--- config.mk ---
export PLATFORM = sky130hd
export DESIGN_NAME = div
export DESIGN_NICKNAME = d
export VERILOG_FILES = /design/src/rtl/div_pkg.sv /design/src/rtl/div.sv
export SDC_FILE = /design/constraint.sdc
export NUM_CORES = 1
export LEC_CHECK = 0
export CAP_MARGIN = 20
export CORE_MARGIN = 1.5
export CORE_UTILIZATION = 61
export DETAILED_ROUTE_END_ITERATION = 10
export PLACE_DENSITY = 0.95
export RECOVER_POWER = 100
export SLEW_MARGIN = 20
export SYNTH_ARGS = -nofsm -noshare
export SYNTH_HDL_FRONTEND = slang
export SYNTH_SLANG_ARGS = --single-unit
--- constraint.sdc ---
create_clock -name clk -period 9.1 [get_ports clk]
set_input_delay 1.365 -clock clk [delete_from_list [all_inputs] [get_ports clk]]
set_output_delay 1.365 -clock clk [all_outputs]
set_load 0.03 [all_outputs]
--- src/rtl/div_pkg.sv ---
// div_pkg: shared definitions for the iterative divider and its users.
//   - div_state_e : divider FSM state codes
//   - DIV_RESULT_READY / DIV_RESULT_NOT_READY, DIV_START / DIV_STOP
//   - EXE_DIV_OP / EXE_DIVU_OP : ALU op codes steered to the divider
//   - EXE_DIV / EXE_DIVU       : SPECIAL function codes seen by decode
package div_pkg;

  typedef enum logic [1:0] {
    DIV_FREE    = 2'b00,
    DIV_BY_ZERO = 2'b01,
    DIV_ON      = 2'b10,
    DIV_END     = 2'b11
  } div_state_e;

  localparam logic DIV_RESULT_READY     = 1'b1;
  localparam logic DIV_RESULT_NOT_READY = 1'b0;
  localparam logic DIV_START            = 1'b1;
  localparam logic DIV_STOP             = 1'b0;

  localparam int   DOUBLE_REG_W = 64;

  localparam logic [7:0] EXE_DIV_OP  = 8'b0001_1010;
  localparam logic [7:0] EXE_DIVU_OP = 8'b0001_1011;
  localparam logic [5:0] EXE_DIV     = 6'b01_1010;
  localparam logic [5:0] EXE_DIVU    = 6'b01_1011;

endpackage

--- src/rtl/div.sv ---
// div: iterative restoring divider for DIV / DIVU, one quotient bit per clock.
//
// Ports
//   clk          rising-edge clock
//   rst          asynchronous active-low reset
//   signed_div_i 1 = DIV (signed), 0 = DIVU
//   opdata1_i    dividend (rs), sampled only when an operation is accepted
//   opdata2_i    divisor  (rt), sampled only when an operation is accepted
//   start_i      request, held by EX until ready_o is seen
//   annul_i      abort an operation in progress
//   result_o     {remainder, quotient}, valid while ready_o = 1
//   ready_o      result valid
//
// Build option
//   DIV_EARLY_OUT_EN : when defined, a dividend whose magnitude is below the
//   divisor magnitude finishes through the short divide-by-zero path
//   (quotient 0, remainder = dividend). Results are identical either way.
module div
  import div_pkg::*;
#(
  parameter int DATA_W = 32
) (
  input  logic                  clk,
  input  logic                  rst,
  input  logic                  signed_div_i,
  input  logic [DATA_W-1:0]     opdata1_i,
  input  logic [DATA_W-1:0]     opdata2_i,
  input  logic                  start_i,
  input  logic                  annul_i,
  output logic [2*DATA_W-1:0]   result_o,
  output logic                  ready_o
);

  localparam logic [4:0] LAST_CNT = 5'(DATA_W - 1);

  function automatic logic [DATA_W-1:0] neg_if(input logic [DATA_W-1:0] v,
                                               input logic              n);
    return n ? -v : v;
  endfunction

  div_state_e          state, state_nx;
  logic [4:0]          cnt, cnt_nx;
  logic                ready_nx;
  logic [2*DATA_W-1:0] result_nx;

  // The partial remainder is always below the divisor after a step, so its
  // 33rd bit is zero between iterations and only the low DATA_W bits are kept.
  logic [DATA_W-1:0]   rem, rem_nx;
  logic [DATA_W-1:0]   quo, quo_nx;
  logic [DATA_W-1:0]   dsr, dsr_nx;
  logic                neg_q, neg_q_nx;
  logic                neg_r, neg_r_nx;

  logic                sgn1, sgn2;
  logic [DATA_W-1:0]   mag1, mag2;
  logic [DATA_W:0]     shifted_r;
  logic [DATA_W:0]     trial;

  assign sgn1 = signed_div_i & opdata1_i[DATA_W-1];
  assign sgn2 = signed_div_i & opdata2_i[DATA_W-1];
  assign mag1 = neg_if(opdata1_i, sgn1);
  assign mag2 = neg_if(opdata2_i, sgn2);

  assign shifted_r = {rem, quo[DATA_W-1]};
  assign trial     = shifted_r - {1'b0, dsr};

  always_comb begin
    state_nx  = state;
    cnt_nx    = cnt;
    ready_nx  = ready_o;
    result_nx = result_o;
    rem_nx    = rem;
    quo_nx    = quo;
    dsr_nx    = dsr;
    neg_q_nx  = neg_q;
    neg_r_nx  = neg_r;

    case (state)
      DIV_FREE: begin
        ready_nx  = DIV_RESULT_NOT_READY;
        result_nx = '0;
        if (start_i == DIV_START && !annul_i) begin
          dsr_nx   = mag2;
          neg_q_nx = sgn1 ^ sgn2;
          neg_r_nx = sgn1;
          if (opdata2_i == '0) begin
            state_nx = DIV_BY_ZERO;
            rem_nx   = '0;
            quo_nx   = '0;
          end
`ifdef DIV_EARLY_OUT_EN
          else if (mag1 < mag2) begin
            // Remainder magnitude is the dividend itself; the sign fix-up
            // in DIV_END restores the original signed dividend.
            state_nx = DIV_BY_ZERO;
            rem_nx   = mag1;
            quo_nx   = '0;
          end
`endif
          else begin
            state_nx = DIV_ON;
            cnt_nx   = '0;
            rem_nx   = '0;
            quo_nx   = mag1;
          end
        end
      end

      DIV_BY_ZERO: begin
        state_nx = DIV_END;
      end

      DIV_ON: begin
        if (annul_i) begin
          state_nx  = DIV_FREE;
          ready_nx  = DIV_RESULT_NOT_READY;
          result_nx = '0;
        end else begin
          // Quotient register doubles as the dividend shift source: each step
          // pulls its MSB into the remainder and appends the new quotient bit.
          quo_nx = {quo[DATA_W-2:0], ~trial[DATA_W]};
          rem_nx = trial[DATA_W] ? shifted_r[DATA_W-1:0] : trial[DATA_W-1:0];
          cnt_nx = cnt + 5'd1;
          if (cnt == LAST_CNT) state_nx = DIV_END;
        end
      end

      DIV_END: begin
        if (start_i == DIV_START) begin
          ready_nx  = DIV_RESULT_READY;
          result_nx = {neg_if(rem, neg_r), neg_if(quo, neg_q)};
        end else begin
          state_nx  = DIV_FREE;
          ready_nx  = DIV_RESULT_NOT_READY;
          result_nx = '0;
        end
      end

      default: state_nx = DIV_FREE;
    endcase
  end

  always_ff @(posedge clk or negedge rst) begin
    if (!rst) begin
      state    <= DIV_FREE;
      cnt      <= '0;
      ready_o  <= DIV_RESULT_NOT_READY;
      result_o <= '0;
    end else begin
      state    <= state_nx;
      cnt      <= cnt_nx;
      ready_o  <= ready_nx;
      result_o <= result_nx;
    end
  end

  always_ff @(posedge clk) begin
    rem   <= rem_nx;
    quo   <= quo_nx;
    dsr   <= dsr_nx;
    neg_q <= neg_q_nx;
    neg_r <= neg_r_nx;
  end

endmodule

=== Yosys cells after proc, flatten, opt, wreduce, memory -nomap -nowiden ===
Cells that the tools add are included.

* Input bits: 69
* Output and inout bits: 65
* Logic and storage cells: 68
* Flip-flop bits (word level): 170

* Bitwise gates (word level): 4
* Equal/unequal tests: 10
* Add/subtract/negate cells: 6
* Reduce and logical (&&, ||, !) cells: 11
* Multiplexer cells: 28

{| class="wikitable"
|+ Operators by type and width
! cell !! count
|-
| two-way mux 32 bit || 10
|-
| case mux 64 bit (3 select lines) || 1
|-
| two-way mux 64 bit || 2
|-
| negation 32 bit || 4
|-
| case mux 32 bit (2 select lines) || 2
|-
| subtractor 33 x 32 -> 33 bit || 1
|-
| logical NOT 32 bit || 1
|-
| two-way mux 5 bit || 3
|-
| two-way mux 2 bit || 5
|-
| != test 2 bit (second input constant) || 5
|-
| case mux 5 bit (2 select lines) || 1
|-
| case mux 2 bit (4 select lines) || 1
|-
| AND reduction 3 bit || 2
|-
| adder 5 x 1 -> 5 bit (second input constant) || 1
|-
| == test 5 bit (second input constant) || 1
|-
| == test 2 bit (second input constant) || 2
|-
| AND reduction 2 bit || 2
|-
| AND reduction 4 bit || 1
|-
| != test 3 bit (second input constant) || 1
|-
| case mux 1 bit (3 select lines) || 1
|-
| nonzero test 3 bit || 1
|-
| bitwise AND 1 bit || 2
|-
| == test 2 x 1 -> 1 bit (second input constant) || 1
|-
| logical NOT 2 bit || 1
|-
| other kinds (6) || 7
|}

=== Logic depth before layout (Yosys ltp) ===
Gate-level depths: netlist of run 1.

* Depth in word-level cells: 5
* Depth in mapped cells: 13

=== Worst setup path after synthesis of run 1 ===
OpenSTA, ideal clock, no wires.

* Path type: input to register
* From: input port annul_i
* To: register cnt[3]
* Data required time: 9,017 ps
* Setup slack: 2,093 ps
* Path buffers: 0
* Stages: 6
* Arrival time: 6,925 ps
* Path through: nor4b_1 -> or2_2 -> o31ai_4 -> nor3_1 -> a21oi_1 -> o21ai_0

* Word-level cells in the longest chain between the ends: 4

{| class="wikitable"
|+ Ends and longest elaborated chain
! item !! RTL line !! RTL
|-
| from (decl) || div.sv:29 || <nowiki>input logic annul_i,</nowiki>
|-
| logical NOT 1 bit || div.sv:82 || <nowiki>if (start_i == DIV_START && !annul_i) begin</nowiki>
|-
| logical AND 1 bit || div.sv:82 ||
|-
| != test 2 bit (no line) || -- ||
|-
| AND reduction 4 bit (no line) * || -- ||
|-
| to (signal assigned) || div.sv:151 || <nowiki>cnt <= cnt_nx;</nowiki>
|-
| to (decl) || div.sv:42 || <nowiki>logic [4:0] cnt, cnt_nx;</nowiki>
|}

Every way passes the cells marked *; elsewhere a longest branch is shown, timed or not.
A chain may end at the register's enable or synchronous reset.

=== Worst setup path after layout of run 1 ===
* From: input port opdata2_i[0]
* To: register quo[27], data pin

* Word-level cells in the longest chain between the ends: 4

{| class="wikitable"
|+ Ends and longest elaborated chain
! item !! RTL line !! RTL
|-
| from (decl) || div.sv:27 || <nowiki>input logic [DATA_W-1:0] opdata2_i,</nowiki>
|-
| logical NOT 32 bit || div.sv:86 || <nowiki>if (opdata2_i == '0) begin</nowiki>
|-
| two-way mux 32 bit || div.sv:86 ||
|-
| two-way mux 32 bit || div.sv:82 ||
|-
| case mux 32 bit (2 select lines) || div.sv:78 || <nowiki>case (state)</nowiki>
|-
| via quo_nx[27] || div.sv:49 || <nowiki>logic [DATA_W-1:0] quo, quo_nx;</nowiki>
|-
| to (signal assigned) || div.sv:159 || <nowiki>quo <= quo_nx;</nowiki>
|-
| to (decl) || div.sv:49 ||
|}

The timed path passes the listed nets, and every way through them passes these cells. The select of a mux whose other input is x is not followed.

==> results of run 1 <==
==> flip-flops by register name (all words and copies together) (netlist names) <==
name / cells
state: 2
dsr: 32
cnt: 5
result_o: 64
quo: 32
ready_o: 1
neg_q: 1
neg_r: 1
rem: 32
==> per-layer routing <==
layer	vias up	global-route usage	share of wire
met5	-	0	0
met4	0	0.109	0.023
met3	58	0.0419	0.089
met2	523	0.490	0.49
met1	4444	0.376	0.40
li1	4419	-	-
==> worst min-delay path by stage <==
stage	depth (start not counted)	startpoint	endpoint
after floorplan	2	cnt[4]$_DFFE_PN0P_	cnt[4]$_DFFE_PN0P_
after global placement	2	result_o[18]$_DFFE_PN0P_	result_o[18]$_DFFE_PN0P_
after detailed placement	2	ready_o$_DFFE_PN0P_	ready_o$_DFFE_PN0P_
after CTS	2	result_o[24]$_DFFE_PN0P_	result_o[24]$_DFFE_PN0P_
after global routing	2	result_o[19]$_DFFE_PN0P_	result_o[19]$_DFFE_PN0P_
final	2	ready_o$_DFFE_PN0P_	ready_o$_DFFE_PN0P_
==> synthesized netlist by cell type, drive strengths merged, types with 14 or more instances <==
cell type / count
nand2: 164
o21ai: 125
edfxtp: 98
xor2: 90
nor2: 74
dfrtp: 72
a21oi: 59
inv: 57
xnor2: 55
clkbuf: 43
o31ai: 41
ha: 38
mux2i: 24
nor3: 18
or4: 17
nor4: 14
o41ai: 14
==> layout make-up <==
| class | count | area, sq um | area share |
|---|---|---|---|
| multi-input cells | 889 | 5770 | 0.445 |
| flip-flops and latches | 170 | 4740 | 0.366 |
| repair buffers | 140 | 1360 | 0.105 |
| clock buffers | 20 | 479 | 0.0370 |
| well taps | 225 | 282 | 0.0217 |
| inverters | 57 | 214 | 0.0165 |
| clock inverters | 12 | 118 | 0.00907 |
==> power by group <==
| part | switching, mW | internal [mW] |
|---|---|---|
| registers | 0.233 | 1.08 |
| clock network | 0.316 | 0.416 |
| logic | 0.978 | 0.667 |
==> logic make-up after synthesis <==
kind of cell / after synthesis / synth area share
buffers and inverters: 112 / 0.0410
DFF: 170 / 0.433
AOI/OAI and AO/OA: 314 / 0.183
and+or+nand+nor: 365 / 0.159
xor gates and xnor gates: 145 / 0.116
adders and majority gates: 39 / 0.0452
muxes: 26 / 0.0240
==> through the flow <==
stage / instances / worst slack (ps) / util / hold WS (ps) / total power [mW]
after floorplan: 1171 / 2090 / - / 456 / 2.49
after global placement: 1481 / 4620 / 0.714 / 462 / 2.86
after detailed placement: 1481 / 4450 / 0.714 / 471 / 2.93
after CTS: 1513 / 4900 / 0.748 / 486 / 3.67
after global routing: 1513 / 3430 / 0.745 / 503 / 3.90
final: 1513 / 3670 / 0.745 / 476 / 3.69
==> worst min-delay path, stage by stage, from the launching register on <==
cell	delay, ps
sky130_fd_sc_hd__dfrtp_1	340
sky130_fd_sc_hd__nand2_1	50
sky130_fd_sc_hd__nand2_1	50
==> results.tsv, run 1 <==
metric	value	unit
Avg Synthesized Cell Area	9.37	sq um
dominant synthesized flop cell	sky130_fd_sc_hd__edfxtp_1	
post-DR wirelength/cell	17.6	um
iteration-0 DRC count of the detailed router	938	
arrival time at the worst endpoint	5610	ps
portion of synthesized cell area occupied by the leading cell type	0.268	
Max Buffers Root-to-Sink	2	
Pre-antenna DRT Iters	6	
antenna violations before repair	1	
Peak supply drop	174	uV
detail-routed via count per cell	6.24	
Setup violations, final	0	
kind of cell adding the most delay to the critical path	simple AND/OR/NAND/NOR gates	
global-route wire length before repair	42.6	mm
Max Clock Skew	11.5	ps
Critical-path top delay cell	sky130_fd_sc_hd__clkbuf_1	
share of cells above drive strength 1	0.0458	
origin of the critical flop-to-flop path	rem[16]$_SDFFCE_PN0P_	
Post-CTS Setup Bufs	0	
CP Depth	11	
Crit. End Element	flop	
number of diodes	0	
reg-to-reg endpoint	rem[26]$_SDFFCE_PN0P_	
root buffer cell	sky130_fd_sc_hd__clkbuf_16	
run status	complete, but fails checks	
Ports	134	
Core ar.	17400	sq um
clock tree from TritonCTS	built	
number of register bits inferred by synthesis	170	
Crit Path Max Fanout	22	
most common cell after layout, fill and taps aside	sky130_fd_sc_hd__nand2_1	
Post-Layout Inst Area	13000	sq um
half-perimeter wire length after placement	19.3	mm
clock latency on the worst-skew pair	440	ps
Slew @ Worst Pin	3840	ps
largest net degree at the start of global routing	73	
relative slew slack	-1.56	
share of async-settable or async-resettable flops after synthesis	0.424	
Placement Cell Area	12400	sq um
post-synthesis cell area	11000	sq um
GR Util All Layers	0.289	
fill cell instance count of the final layout	1200	
standard-cell rows	48	
number of different library cells in the post-synthesis netlist	68	
Routability Congestion	0.894	
htree depth	4	
most frequent cell on the critical path	sky130_fd_sc_hd__nor4_1	
post-route DRC violation count	0	
clock input transition at the sequential cells of the worst setup and hold paths	70	ps
count of flip-flops with a built-in enable after synthesis	98	
number of buffers added on ports	133	
CP Data Required Time	9280	ps
critical path type	in2reg	
Final Net Count	1383	
cts bufs inserted	17	
Leak	5.38	nW
violations in the final reports	capacitance limit, slew limit	
maximum cell stage delay along the critical path	820	ps
setup TNS	0	ps
Resized Gates After CTS	0	
Buffers & Inverters on Critical Path	3	
highest achievable clock rate	184	MHz
Critical path destination	quo[27]$_DFFE_PP_	
total power per unit cell area	285	nW/um^2
count of pins over their slew limit	218	
Synth-to-Final Area Change	18.2	%
die area	18800	sq um
post-synthesis sequential area ratio	0.433	
Final Routed Wirelength	26.6	mm
hold-fix buffers at CTS	0	
final critical delay including setup and external delays	5430	ps
timing startpoint of the critical path	opdata2_i[0]	
horizontal extent of the die	137	um
number of maximum-capacitance constraint violations	4	
RSZ-0062 raised after global routing	false	
number of failing hold endpoints at the final stage	0	
total nets after synthesis	1279	
Post-Synthesis Cells	1171	
Register-to-Register Setup Slack	3750	ps
Yosys Warn Count	0	
initial cell density of the core	0.630	
Final period util	0.597	
final global-route overflow total	0	
via count of the first global-routing pass	8931	
antenna-violating nets left	0	
path depth of the worst reg2reg path	11	
top cell type by total area after synthesis	sky130_fd_sc_hd__edfxtp_1	
startpoint class of the critical path	input pin	
vertical die dimension	137	um
CTS Sinks	170	
type of the most critical hold path	reg2reg	
top area cells in the synthesized netlist	sky130_fd_sc_hd__edfxtp_1 (27%), sky130_fd_sc_hd__dfrtp_1 (16%), sky130_fd_sc_hd__xor2_1 (7.2%), sky130_fd_sc_hd__o21ai_0 (5.6%), sky130_fd_sc_hd__nand2_1 (5.6%)	
count of vias placed by the detailed router	9444	
critical-path cell list	dlygate4sd3_1, inv_1, ha_1, or4b_1, nor4_1, and3_1, nand2_1, nor4_1, clkbuf_1, nor2_1, a22o_1	
commonest cells after routing, fill and taps aside	sky130_fd_sc_hd__nand2_1 (164), sky130_fd_sc_hd__o21ai_0 (125), sky130_fd_sc_hd__edfxtp_1 (98)	
(Power assumes the default switching activity.)
==> run 2: changes to the inputs <==
--- a/config.mk
+++ b/config.mk
@@ -7,9 +7,9 @@
 export LEC_CHECK = 0
 export CAP_MARGIN = 20
 export CORE_MARGIN = 1.5
-export CORE_UTILIZATION = 61
+export CORE_UTILIZATION = 57
 export DETAILED_ROUTE_END_ITERATION = 10
-export PLACE_DENSITY = 0.95
+export PLACE_DENSITY = 0.9
 export RECOVER_POWER = 100
 export SLEW_MARGIN = 20
 export SYNTH_ARGS = -nofsm -noshare
==> constraint.sdc (replaced) <==
create_clock -name clk -period 5.3 [get_ports clk]
set_input_delay 0.795 -clock clk [delete_from_list [all_inputs] [get_ports clk]]
set_output_delay 0.795 -clock clk [all_outputs]
set_load 0.03 [all_outputs]
==> run 2 against run 1 <==
Net effect: the run still ends with capacitance limit, slew limit left; setup slack lost 2700 ps; via count shrank 2.6%; combinational power grew 71%; design area grew 0.73%; count of clock-buffer cells in the layout grew 1; final cell count grew 0.66%; wire length shrank 1.3%; register-to-register slack lost 2700 ps; utilization shrank 4.9 points; sequential share of layout area shrank 0.27 points; critical path type is now reg2reg; largest power group unchanged.
==> results.tsv, run 2 (same netlist as run 1, synthesis figures left out) <==
metric	value	unit	change
run status	complete, but fails checks		
violations in the final reports	capacitance limit, slew limit		
global-route wire length before repair	42.7	mm	+0.23%
post-route DRC violation count	0		unchanged
largest net degree at the start of global routing	73		unchanged
number of buffers added on ports	133		unchanged
GR Util All Layers	0.268		-0.0214
antenna violations before repair	0		-1
Routability Congestion	0.916		+2.4%
number of maximum-capacitance constraint violations	3		-1
Core ar.	18800	sq um	+7.8%
count of pins over their slew limit	136		-38%
startpoint class of the critical path	flop		
Peak supply drop	311	uV	+79%
final critical delay including setup and external delays	4290	ps	
highest achievable clock rate	233	MHz	
hold-fix buffers at CTS	0		unchanged
Setup violations, final	0		unchanged
non-filler instance count after layout	1523		+0.66%
initial cell density of the core	0.584		-0.0453
Crit Path Max Fanout	42		+91%
setup TNS	0	ps	unchanged
Resized Gates After CTS	0		unchanged
detail-routed via count per cell	6.04		-3.2%
Max Clock Skew	10.6	ps	-0.956 ps
DP Cell Count	1490		+0.61%
origin of the critical flop-to-flop path	quo[31]$_DFFE_PP_		
RSZ-0062 raised after global routing	false		
die area	20100	sq um	+6.9%
Final period util	0.810		
critical path type	reg2reg		
commonest cells after routing, fill and taps aside	sky130_fd_sc_hd__nand2_1 (164), sky130_fd_sc_hd__o21ai_0 (125), sky130_fd_sc_hd__edfxtp_1 (98)		
count of vias placed by the detailed router	9199		-2.6%
area taken by flip-flops and latches	4740	sq um	unchanged
most common cell after layout, fill and taps aside	sky130_fd_sc_hd__nand2_1		
iteration-0 DRC count of the detailed router	1007		+7.4%
half-perimeter wire length after placement	19.1	mm	-0.85%
clock tree from TritonCTS	built		
type of the most critical hold path	reg2reg		
standard-cell rows	50		+4.2%
register ranked first by flip-flop count	result_o		
vertical die dimension	142	um	+3.4%
via count of the first global-routing pass	8788		-1.6%
CTS Sinks	170		unchanged
number of diodes	0		unchanged
Max Buffers Root-to-Sink	2		unchanged
htree depth	4		unchanged
clock latency on the worst-skew pair	440	ps	about the same
max FFs per register	64		unchanged
hold path start	result_o[6]$_DFFE_PN0P_		
Slew @ Worst Pin	2440	ps	-1400 ps
share of cells above drive strength 1	0.0489		+0.00307
Ports	134		unchanged
total power per unit cell area	489	nW/um^2	+72%
footprint of the multi-input gates	5790	sq um	+0.33%
Final Routed Wirelength	26.3	mm	-1.3%
relative slew slack	-0.629		+0.931
Crit. End Element	flop		
final global-route overflow total	0		unchanged
cts bufs inserted	17		unchanged
Pre-antenna DRT Iters	5		-1
antenna-violating nets left	0		unchanged
horizontal extent of the die	142	um	+3.4%
post-DR wirelength/cell	17.2	um	-1.9%
timing startpoint of the critical path	quo[31]$_DFFE_PP_		
arrival time at the worst endpoint	4430	ps	-1180 ps
clock input transition at the sequential cells of the worst setup and hold paths	70	ps	about the same
Synth-to-Final Area Change	19.1	%	
root buffer cell	sky130_fd_sc_hd__clkbuf_16		
post-layout utilization of the core	0.696		-0.0485
Post-CTS Setup Bufs	0		unchanged
Leak	5.41	nW	+0.64%
CP Data Required Time	5440	ps	-3840 ps
Final Net Count	1384		+0.072%
fill cell instance count of the final layout	1385		+15%
number of failing hold endpoints at the final stage	0		unchanged
==> run 2: routing by layer <==
metal	share of wire	vias up	GRT usage
met3	0.080	34	0.0553
met4	0.016	0	0.0971
met5	0	-	0
met2	0.49	390	0.450
li1	-	4441	-
met1	0.42	4334	0.343
==> run 2: cell type report <==
type                            count  share of cell area
Multi-Input combinational cell    889               0.443
Sequential cell                   170               0.363
Timing Repair Buffer              141               0.107
Clock buffer                       21              0.0394
Tap cell                          234              0.0224
Inverter                           57              0.0164
Clock inverter                     11             0.00881
==> run 2: final timing paths <==
check	endpoint	slack (ps)	depth (start not counted)
max reg2reg	rem[28]$_SDFFCE_PN0P_	1010	13
max	rem[28]$_SDFFCE_PN0P_	1010	13
max in group asynchronous	result_o[36]$_DFFE_PN0P_	4140	2
min reg2reg	result_o[6]$_DFFE_PN0P_	470	2
min	result_o[6]$_DFFE_PN0P_	470	2
min in group asynchronous	result_o[5]$_DFFE_PN0P_	560	2
==> run 2: report_power, final <==
part / total [mW] / internal [mW] / switching (mW)
combinational: 2.80 / 1.14 / 1.66
sequential: 2.27 / 1.86 / 0.408
clock: 1.32 / 0.757 / 0.559
==> run 2: metrics by stage <==
stage               power, mW  instance area [sq um]  setup WS (ps)  hold WS (ps)
global route             6.78                  13100            774           495
global placement         4.92                  12500           1350           461
floorplan                4.28                  11000            729           456
CTS                      6.35                  13100           1610           485
detailed placement       5.02                  12500           1230           469
finish                   6.39                  13100           1010           475
==> run 2: critical path: stages, from the launching register on <==
cell                       delay (ps)
sky130_fd_sc_hd__edfxtp_1         370
sky130_fd_sc_hd__inv_1             90
sky130_fd_sc_hd__ha_1             230
sky130_fd_sc_hd__fa_1             400
sky130_fd_sc_hd__nand2b_1         190
sky130_fd_sc_hd__a21oi_1          190
sky130_fd_sc_hd__nor3_1           120
sky130_fd_sc_hd__nor4_1           500
sky130_fd_sc_hd__nor2_1           180
sky130_fd_sc_hd__o21ai_0          420
sky130_fd_sc_hd__a311oi_4         150
sky130_fd_sc_hd__clkbuf_2         600
sky130_fd_sc_hd__nand2_1          410
sky130_fd_sc_hd__o22ai_1          130
